## src/rtl/pipeline_hazard_controller.sv

```systemverilog
// pipeline_hazard_controller
//
// Sequences a five-stage MIPS pipeline around the ID/EX register. It detects
// load-use hazards, data-memory wait states and taken branches. From these it
// drives the load/bubble/clear controls of the PC and the pipeline registers.
// It also selects ID-stage operand forwarding sources and keeps saturating
// stall and flush performance counters.
//
// Ports
//   clk, reset          clock (rising edge), asynchronous active-low reset
//   id_rs/rt, uses_*    source registers of the ID instruction and whether read
//   ex_*, mem_*, wb_*   destination / write / load flags of younger producers
//   mem_req, mem_ready  data memory handshake of the MEM stage
//   branch_taken        taken branch or jump resolved in ID
//   perf_clr            synchronous clear of the performance counters
//   pc_ld .. memwb_bubble  pipeline register controls (Mealy)
//   fwd_a_sel/fwd_b_sel 00 regfile, 01 EX, 10 MEM, 11 WB
//   state               00 RUN, 01 LOAD_STALL, 10 MEM_WAIT
//   stall_cnt/flush_cnt saturating performance counters
module pipeline_hazard_controller #(
  parameter int CNT_W = 16
) (
  input  logic             clk,
  input  logic             reset,
  input  logic [4:0]       id_rs,
  input  logic [4:0]       id_rt,
  input  logic             id_uses_rs,
  input  logic             id_uses_rt,
  input  logic [4:0]       ex_dest,
  input  logic             ex_reg_write,
  input  logic             ex_mem_read,
  input  logic [4:0]       mem_dest,
  input  logic             mem_reg_write,
  input  logic             mem_mem_read,
  input  logic [4:0]       wb_dest,
  input  logic             wb_reg_write,
  input  logic             mem_req,
  input  logic             mem_ready,
  input  logic             branch_taken,
  input  logic             perf_clr,
  output logic             pc_ld,
  output logic             ifid_ld,
  output logic             ifid_clr,
  output logic             idex_ld,
  output logic             idex_bubble,
  output logic             exmem_ld,
  output logic             memwb_bubble,
  output logic [1:0]       fwd_a_sel,
  output logic [1:0]       fwd_b_sel,
  output logic [1:0]       state,
  output logic [CNT_W-1:0] stall_cnt,
  output logic [CNT_W-1:0] flush_cnt
);

  localparam logic [1:0] ST_RUN        = 2'b00;
  localparam logic [1:0] ST_LOAD_STALL = 2'b01;
  localparam logic [1:0] ST_MEM_WAIT   = 2'b10;

  localparam logic [CNT_W-1:0] CNT_MAX = {CNT_W{1'b1}};

  logic [1:0]       state_q, state_d;
  logic [1:0]       ret_state_q, ret_state_d;
  logic [CNT_W-1:0] stall_cnt_q, flush_cnt_q;

  logic       ld_ex, ld_mem, mem_wait;
  logic [1:0] eff_state;
  logic [1:0] fwd_a, fwd_b;

  // A producer hazards an ID source when it writes a non-zero register equal
  // to a source the ID instruction actually reads.
  function automatic logic haz(input logic uses, input logic [4:0] src,
                               input logic wr, input logic [4:0] dst);
    return uses & wr & (dst != 5'd0) & (dst == src);
  endfunction

  // Youngest non-load producer wins. Loads in EX/MEM cannot forward yet, so
  // they fall through to older stages; the stall logic covers that case.
  function automatic logic [1:0] fwd_sel(input logic uses, input logic [4:0] src,
                                         input logic [4:0] exd, input logic exw,
                                         input logic exl, input logic [4:0] memd,
                                         input logic memw, input logic meml,
                                         input logic [4:0] wbd, input logic wbw);
    if (haz(uses, src, exw, exd) && !exl)         return 2'b01;
    else if (haz(uses, src, memw, memd) && !meml) return 2'b10;
    else if (haz(uses, src, wbw, wbd))            return 2'b11;
    else                                          return 2'b00;
  endfunction

  // Hazard terms for the current ID instruction.
  always_comb begin
    ld_ex  = ex_mem_read & (haz(id_uses_rs, id_rs, ex_reg_write, ex_dest) |
                            haz(id_uses_rt, id_rt, ex_reg_write, ex_dest));
    ld_mem = mem_mem_read & (haz(id_uses_rs, id_rs, mem_reg_write, mem_dest) |
                             haz(id_uses_rt, id_rt, mem_reg_write, mem_dest));
    mem_wait = mem_req & ~mem_ready;
    fwd_a = fwd_sel(id_uses_rs, id_rs, ex_dest, ex_reg_write, ex_mem_read,
                    mem_dest, mem_reg_write, mem_mem_read, wb_dest, wb_reg_write);
    fwd_b = fwd_sel(id_uses_rt, id_rt, ex_dest, ex_reg_write, ex_mem_read,
                    mem_dest, mem_reg_write, mem_mem_read, wb_dest, wb_reg_write);
  end

  // Mealy control and next-state logic. The release cycle of MEM_WAIT is
  // handled by evaluating the hazards as if still in the saved return state.
  always_comb begin
    state_d      = state_q;
    ret_state_d  = ret_state_q;
    pc_ld        = 1'b1;
    ifid_ld      = 1'b1;
    ifid_clr     = 1'b0;
    idex_ld      = 1'b1;
    idex_bubble  = 1'b0;
    exmem_ld     = 1'b1;
    memwb_bubble = 1'b0;
    fwd_a_sel    = fwd_a;
    fwd_b_sel    = fwd_b;
    eff_state    = (state_q == ST_MEM_WAIT) ? ret_state_q : state_q;

    if (!reset) begin
      pc_ld        = 1'b0;
      ifid_ld      = 1'b0;
      idex_ld      = 1'b0;
      exmem_ld     = 1'b0;
      idex_bubble  = 1'b1;
      memwb_bubble = 1'b1;
      fwd_a_sel    = 2'b00;
      fwd_b_sel    = 2'b00;
      state_d      = ST_RUN;
      ret_state_d  = ST_RUN;
    end else if ((state_q == ST_MEM_WAIT && !mem_ready) || mem_wait) begin
      // Freeze: nothing advances, MEM/WB receives a bubble.
      pc_ld        = 1'b0;
      ifid_ld      = 1'b0;
      idex_ld      = 1'b0;
      exmem_ld     = 1'b0;
      memwb_bubble = 1'b1;
      if (state_q != ST_MEM_WAIT) begin
        ret_state_d = eff_state;
        state_d     = ST_MEM_WAIT;
      end
    end else if (eff_state == ST_LOAD_STALL || ld_ex || ld_mem) begin
      // Load-use stall: hold PC and IF/ID, insert a bubble into ID/EX.
      pc_ld       = 1'b0;
      ifid_ld     = 1'b0;
      idex_bubble = 1'b1;
      state_d     = (eff_state != ST_LOAD_STALL && ld_ex) ? ST_LOAD_STALL : ST_RUN;
    end else begin
      ifid_clr = branch_taken;
      state_d  = ST_RUN;
    end
  end

  // State registers.
  always_ff @(posedge clk or negedge reset) begin
    if (!reset) begin
      state_q     <= ST_RUN;
      ret_state_q <= ST_RUN;
    end else begin
      state_q     <= state_d;
      ret_state_q <= ret_state_d;
    end
  end

  // Saturating performance counters; clear beats increment.
  always_ff @(posedge clk or negedge reset) begin
    if (!reset) begin
      stall_cnt_q <= '0;
      flush_cnt_q <= '0;
    end else if (perf_clr) begin
      stall_cnt_q <= '0;
      flush_cnt_q <= '0;
    end else begin
      if (!pc_ld && stall_cnt_q != CNT_MAX) stall_cnt_q <= stall_cnt_q + CNT_W'(1);
      if (ifid_clr && flush_cnt_q != CNT_MAX) flush_cnt_q <= flush_cnt_q + CNT_W'(1);
    end
  end

  assign state     = state_q;
  assign stall_cnt = stall_cnt_q;
  assign flush_cnt = flush_cnt_q;

endmodule

```

## config.mk

```make
export PLATFORM = sky130hd
export DESIGN_NAME = pipeline_hazard_controller
export DESIGN_NICKNAME = d
export VERILOG_FILES = /design/src/rtl/pipeline_hazard_controller.sv
export SDC_FILE = /design/constraint.sdc
export NUM_CORES = 1
export LEC_CHECK = 0
export BUFFER_PORTS_ARGS = -buffer_cell sky130_fd_sc_hd__buf_2
export CORE_ASPECT_RATIO = 1.4
export CORE_MARGIN = 5
export CORE_UTILIZATION = 35
export DETAILED_ROUTE_END_ITERATION = 8
export GPL_ROUTABILITY_DRIVEN = 0
export GPL_TIMING_DRIVEN = 1
export PLACE_DENSITY = 0.66
export SETUP_SLACK_MARGIN = 0.15
export SLEW_MARGIN = 40
export SYNTH_ARGS = -nofsm -noshare
export SYNTH_HDL_FRONTEND = slang
export SYNTH_SLANG_ARGS = --single-unit
```

## constraint.sdc

```tcl
create_clock -name clk -period 2.4 [get_ports clk]
set_clock_uncertainty 0.05 [all_clocks]
set_input_delay 0.24 -clock clk [delete_from_list [all_inputs] [get_ports clk]]
set_output_delay 0.24 -clock clk [all_outputs]
set_load 0.1 [all_outputs]
```

Word-level counts from Yosys, hierarchy flattened
Cells that the tools add are included.
{ "totals": {"regBits": 36, "wordCells": 100, "latch_bits": 0, "inputBits": 38, "ramBits": 0, "rom_bits": 0, "memories": 0} }
{ "op_classes": {"n_mul": 0, "n_shift": 0, "muxes": 34, "n_div": 0, "n_bitwise": 24, "n_addsub": 2, "n_eq_ne": 15, "order_cmp": 0, "n_reduce_logical": 21} }
{ "op_table": {"columns": ["op", "count"], "rows": [
  ["$mux 16", 4],
  ["$add 16x1->16 const B", 2],
  ["$ne 16x16->1 const B", 2],
  ["$eq 5x5->1", 6],
  ["$mux 2", 15],
  ["$and 1x1->1", 21],
  ["$mux 1", 15],
  ["$reduce_bool 5->1", 3],
  ["$logic_and 1x1->1", 8],
  ["$ne 2x1->1 const B", 3],
  ["$logic_not 1->1", 4],
  ["$reduce_bool 2->1", 2],
  ["$logic_or 1x1->1", 3],
  ["$ne 3x2->1 const B", 1],
  ["$eq 2x1->1 const B", 1],
  ["$eq 2x2->1 const B", 1],
  ["$ne 2x2->1 const B", 1],
  ["$or 1x1->1", 2],
  ["$reduce_and 2->1", 1],
  ["$not 1->1", 1]
]} }

Longest topological paths before layout
{ "logic_depth": {"word_depth": 14, "depth_mapped": 10, "ltp_nobuf": 8} }

Worst setup path after synthesis
Ideal clock, no wire load.
{ "synth_path": {"kind": "flip-flop to output port", "from": "register state_q[1], in the netlist state[1]", "to": "output port idex_ld", "required_time_ns": 2.110, "path_stages_with_launch": 7, "arrival_ns": 3.334, "slack_ns": -1.224, "path_cell_list": "dfrtp_1 -> nor2b_1 -> nor2_1 -> or2_2 -> nand2_1 -> inv_1 -> buf_4"} }
{ "synth_via": {"elab_chain_cells": 5} }
{ "synth_lines": {"columns": ["element", "line", "source"], "rows": [
  ["start, declared", "61", "logic [1:0] state_q, state_d;"],
  ["start signal, assigned", "158", "state_q <= state_d;"],
  ["$eq 2x2->1", "129", "end else if ((state_q == ST_MEM_WAIT && !mem_ready) || mem_wait) begin"],
  ["$logic_and 1x1->1", "129", null],
  ["$logic_or 1x1->1", "129", null],
  ["$mux 1 (2 in a row)", null, null],
  ["end, declared", "44", "output logic idex_ld,"]
]} }
Every way passes these cells.

Final worst setup path
{ "layout_path": {"from": "input port id_rs[4]", "to": "register stall_cnt_q[4], in the netlist stall_cnt[4]"} }
{ "layout_via": {"elab_chain_cells": 12} }
{ "layout_lines": {"columns": ["element", "line", "source"], "rows": [
  ["start, declared", "25", "input logic [4:0] id_rs,"],
  ["$eq 5x5->1", "73", "return uses & wr & (dst != 5'd0) & (dst == src);"],
  ["$and 1x1->1", "73", null],
  ["$or 1x1->1", "91", "ld_ex = ex_mem_read & (haz(id_uses_rs, id_rs, ex_reg_write, ex_dest) |"],
  ["$and 1x1->1", "91", null],
  ["$logic_or 1x1->1", "140", "end else if (eff_state == ST_LOAD_STALL || ld_ex || ld_mem) begin"],
  ["$logic_or 1x1->1 (*)", "140", null],
  ["$mux 1 (*)", "140", null],
  ["$mux 1 (*)", "129", null],
  ["$mux 1 (*)", "118", "if (!reset) begin"],
  ["$logic_not 1->1 (*)", "172", "if (!pc_ld && stall_cnt_q != CNT_MAX) stall_cnt_q <= stall_cnt_q + CNT_W'(1);"],
  ["$logic_and 1x1->1 (*)", "172", null],
  ["$reduce_bool 2->1 (no source line) (*)", null, null],
  ["end signal, assigned", "172", null],
  ["end, declared", "63", "logic [CNT_W-1:0] stall_cnt_q, flush_cnt_q;"]
]} }
Mark *: on every way between the ends. The rest lies on a longest branch, timed or not.
A chain may end at the register's enable or synchronous reset.

==> key figures <==
Power
  • Leak pwr: 1.585 nW
  • Sw frac: about a third
  • Switching pwr: 0.0005034 W
  • Flop pwr share: 41.6%
  • Worst vdd ir: 0.2203 mV
  • Clk pwr share: 30.8%
  • Combinational cell fraction of total power: 27.6%
  • Pwr dens: 387.2 nW/um2
  • Internal: 0.0009947 W

Critical path
  • Worst EP arrival: approximately 2.4 ns
  • CP required: ~2.6 ns
  • CP startpoint: id_rs[4]
  • Crit-path max FO: 6
  • Reg2reg end: stall_cnt[4]$_DFFE_PN0P_
  • WS Path Type: input pin to flip-flop
  • Setup crit start kind: input pin
  • Worst Setup EP: stall_cnt[4]$_DFFE_PN0P_
  • CP Capture Type: flip-flop
  • RR Startpoint: state[1]$_DFFE_PN0P_
  • R2R Setup Slk: 0.18 ns
  • Worst R2R Path Depth: 8

STA
  • Hold Fails Final Rpt: 0
  • Slew headroom: 66.62%
  • Tmin final: ~2.2 ns
  • RSZ-0062 raised after global routing: true
  • Final setup vio count: 0
  • Slew @ Worst Pin: 0.5041 ns
  • Fmax achieved: 0.4494 GHz
  • Fin Hold WS: 0.2142 ns
  • Pins Over Slew Limit: 0
  • Sum Neg Setup Slack: 0 ns
  • Tcrit/Tclk final: 92.72%

Floorplan
  • Initial Util: 35.38%
  • I/O Pins: 83
  • Core area: 7268 um2
  • Die Area: 9185 um2
  • Die H: 111.4 um
  • Chip width: ~82 um
  • Cell row count: 37

Detailed routing
  • DRT Pass-1 Iters: 4
  • Vias per cell: 5.593
  • Total Wirelength: 7988 um
  • Via count: about 2800
  • # DRC: 0
  • WL per Instance: 15.79 um
  • Final ANT Viol Nets: 0
  • Starting DRT DRC Count: between 100 and 150

Finish
  • Total Nets Final: 448
  • Final core utilization: 53.23%
  • Layout cell share with drive strength beyond 1: 51.83%
  • N_diodes: 0
  • Area growth, synth to finish: 50.46%

Global routing
  • Total GRT Usage: 18.06%
  • Largest net degree at the start of global routing: 25
  • Overflow left after global routing: 0
  • First-pass GRT wire length: 13290 um
  • Number of global-route vias before repair: 2810
  • Initial antenna violation count: 0

Clock network
  • Clock transition at the registers of the reported paths: 0.07 ns
  • H-Tree Depth: 2
  • Clock root buffer: clkbuf_8
  • Clock latency on the worst-skew pair: between 0.2 and 0.3 ns
  • Clock buffer depth: 2
  • Sink Count: 36
  • Num CTS Buffers: 5
  • CTS tree: done

Synthesis
  • Ranking of synthesized cells by area: dfrtp_1 (35%), xor2_1 (8.2%), nand3_1 (4.5%), or4_1 (3.8%), o41ai_1 (3.7%)
  • Syn. warnings: 0
  • Netlist cell types: 39
  • Post-synth top area share: 35.04%
  • #FFs+latches synth: 36
  • Cell taking the most area after synthesis: dfrtp_1
  • Syn Area/Cell: 8.687 um2
  • Mapped Nets: 336
  • Synth cell count leaders: dfrtp_1 (36), xor2_1 (24), nand3_1 (23)
  • Post-synth EDFFs: 0
  • Post-Syn Area: approximately 2600 um2
  • Synth Flop Type: dfrtp_1
  • FFs w/ async S/R, synth: 100.0%
  • Most frequent cell after synthesis: dfrtp_1
  • Synth Instances: 296
  • Seq/Total Area, Yosys: around a third

Run
  • Max cap viols: 0

Placed design
  • # port buffers: 82
  • Placed wire-length estimate: 5935 um

Min path
  • HP Class: input pin to flip-flop
  • Min-delay src: mem_ready

Status
  • Status: finished, final reports clean
==> critical path: stages <==
cell,delay [ns]
buf_2,0.13
xor2_1,0.17
nor4_1,0.28
nand3_1,0.15
a211o_4,0.38
and3_4,0.23
buf_4,0.15
or4_1,0.50
a21oi_1,0.14
==> area by class of cell <==
type	instances	area (um2)
Fill cell	670	3400
Multi-Input combinational cell	231	1780
Sequential cell	36	980.9
Timing Repair Buffer	122	840.8
Tap cell	97	121.4
Clock buffer	6	82.58
Inverter	12	52.55
Clock inverter	2	10.01
==> power by group through the flow <==
| stage | registers [W] | logic (W) | clock network [W] |
|---|---|---|---|
| detailed placement | 0.000637 | 0.000384 | 0 |
| finish | 0.000624 | 0.000413 | 0.000461 |
| floorplan | 0.000680 | 0.000198 | 0 |
| CTS | 0.000624 | 0.000398 | 0.000476 |
| global route | 0.000626 | 0.000443 | 0.000500 |
| global placement | 0.000637 | 0.000377 | 0 |
==> worst min-delay path by stage <==
| stage | end | cells after the start | slack [ns] |
|---|---|---|---|
| CTS | ret_state_q[1]$_DFFE_PN0P_ | 4 | 0.21 |
| detailed placement | ret_state_q[1]$_DFFE_PN0P_ | 2 | 0.26 |
| global placement | stall_cnt[3]$_DFFE_PN0P_ | 2 | 0.26 |
| global route | ret_state_q[1]$_DFFE_PN0P_ | 4 | 0.22 |
| floorplan | flush_cnt[0]$_DFFE_PN0P_ | 0 | -0.11 |
| finish | ret_state_q[1]$_DFFE_PN0P_ | 4 | 0.21 |
==> flip-flops by register name (all words and copies together), names as in the netlist <==
register / count
flush_cnt: 16
ret_state_q: 2
state: 2
stall_cnt: 16
==> placed cells by master, fill, tap and decap left out, drive strengths merged, types with 7 or more instances in the layout <==
cell,count
o31ai,9
a21oi,16
nand3,23
nand4,9
inv,10
nor4,11
xor2,24
o41ai,11
nor2,21
clkbuf,7
mux2,7
or4,13
nand2,10
buf,120
o21ai,10
nor3,10
o311ai,10
dfrtp,36
or2,8
==> per-layer routing <==
metal,part of all wire (%),wire (um),GRT usage [%],vias up
met5,0,0,0,-
met4,2.7,214,6.763,0
met3,7.3,581,3.803,15
met2,52,4139,30.84,100
met1,38,3052,21.63,1375
li1,-,-,-,1340
==> metrics by stage <==
step                power [W]  cell area (um2)  worst slack (ns)  std cells
floorplan           0.0008776             2856           -0.1485        296
CTS                  0.001498             3747            0.1173        503
detailed placement   0.001021             3596          -0.06306        488
global placement     0.001013             3596          -0.01296        488
finish               0.001498             3869            0.1748        506
global route         0.001568             3869           0.08805        506
==> cell families (layout without fill, tap and decap cells) <==
family	count (synthesis)	in the layout	synth area share [%]
fa+ha+maj	2	2	0.9731
mux	7	7	3.065
simple gates	128	129	28.47
flops	36	36	35.04
buf+inv	30	142	5.352
compound gates	63	63	16.89
xor+xnor	30	30	10.22
==> timing repair <==
item / CTS / global route
pin swaps: 2 / 12
gates resized for setup: 1 / 24
setup endpoints to repair: 3 / 37
hold endpoints to repair: 12 / 0
hold buffers: 1 / 0
cloned: 1 / 0
setup buffers: 5 / 3
No activity file was read; power rests on OpenSTA's default activity.
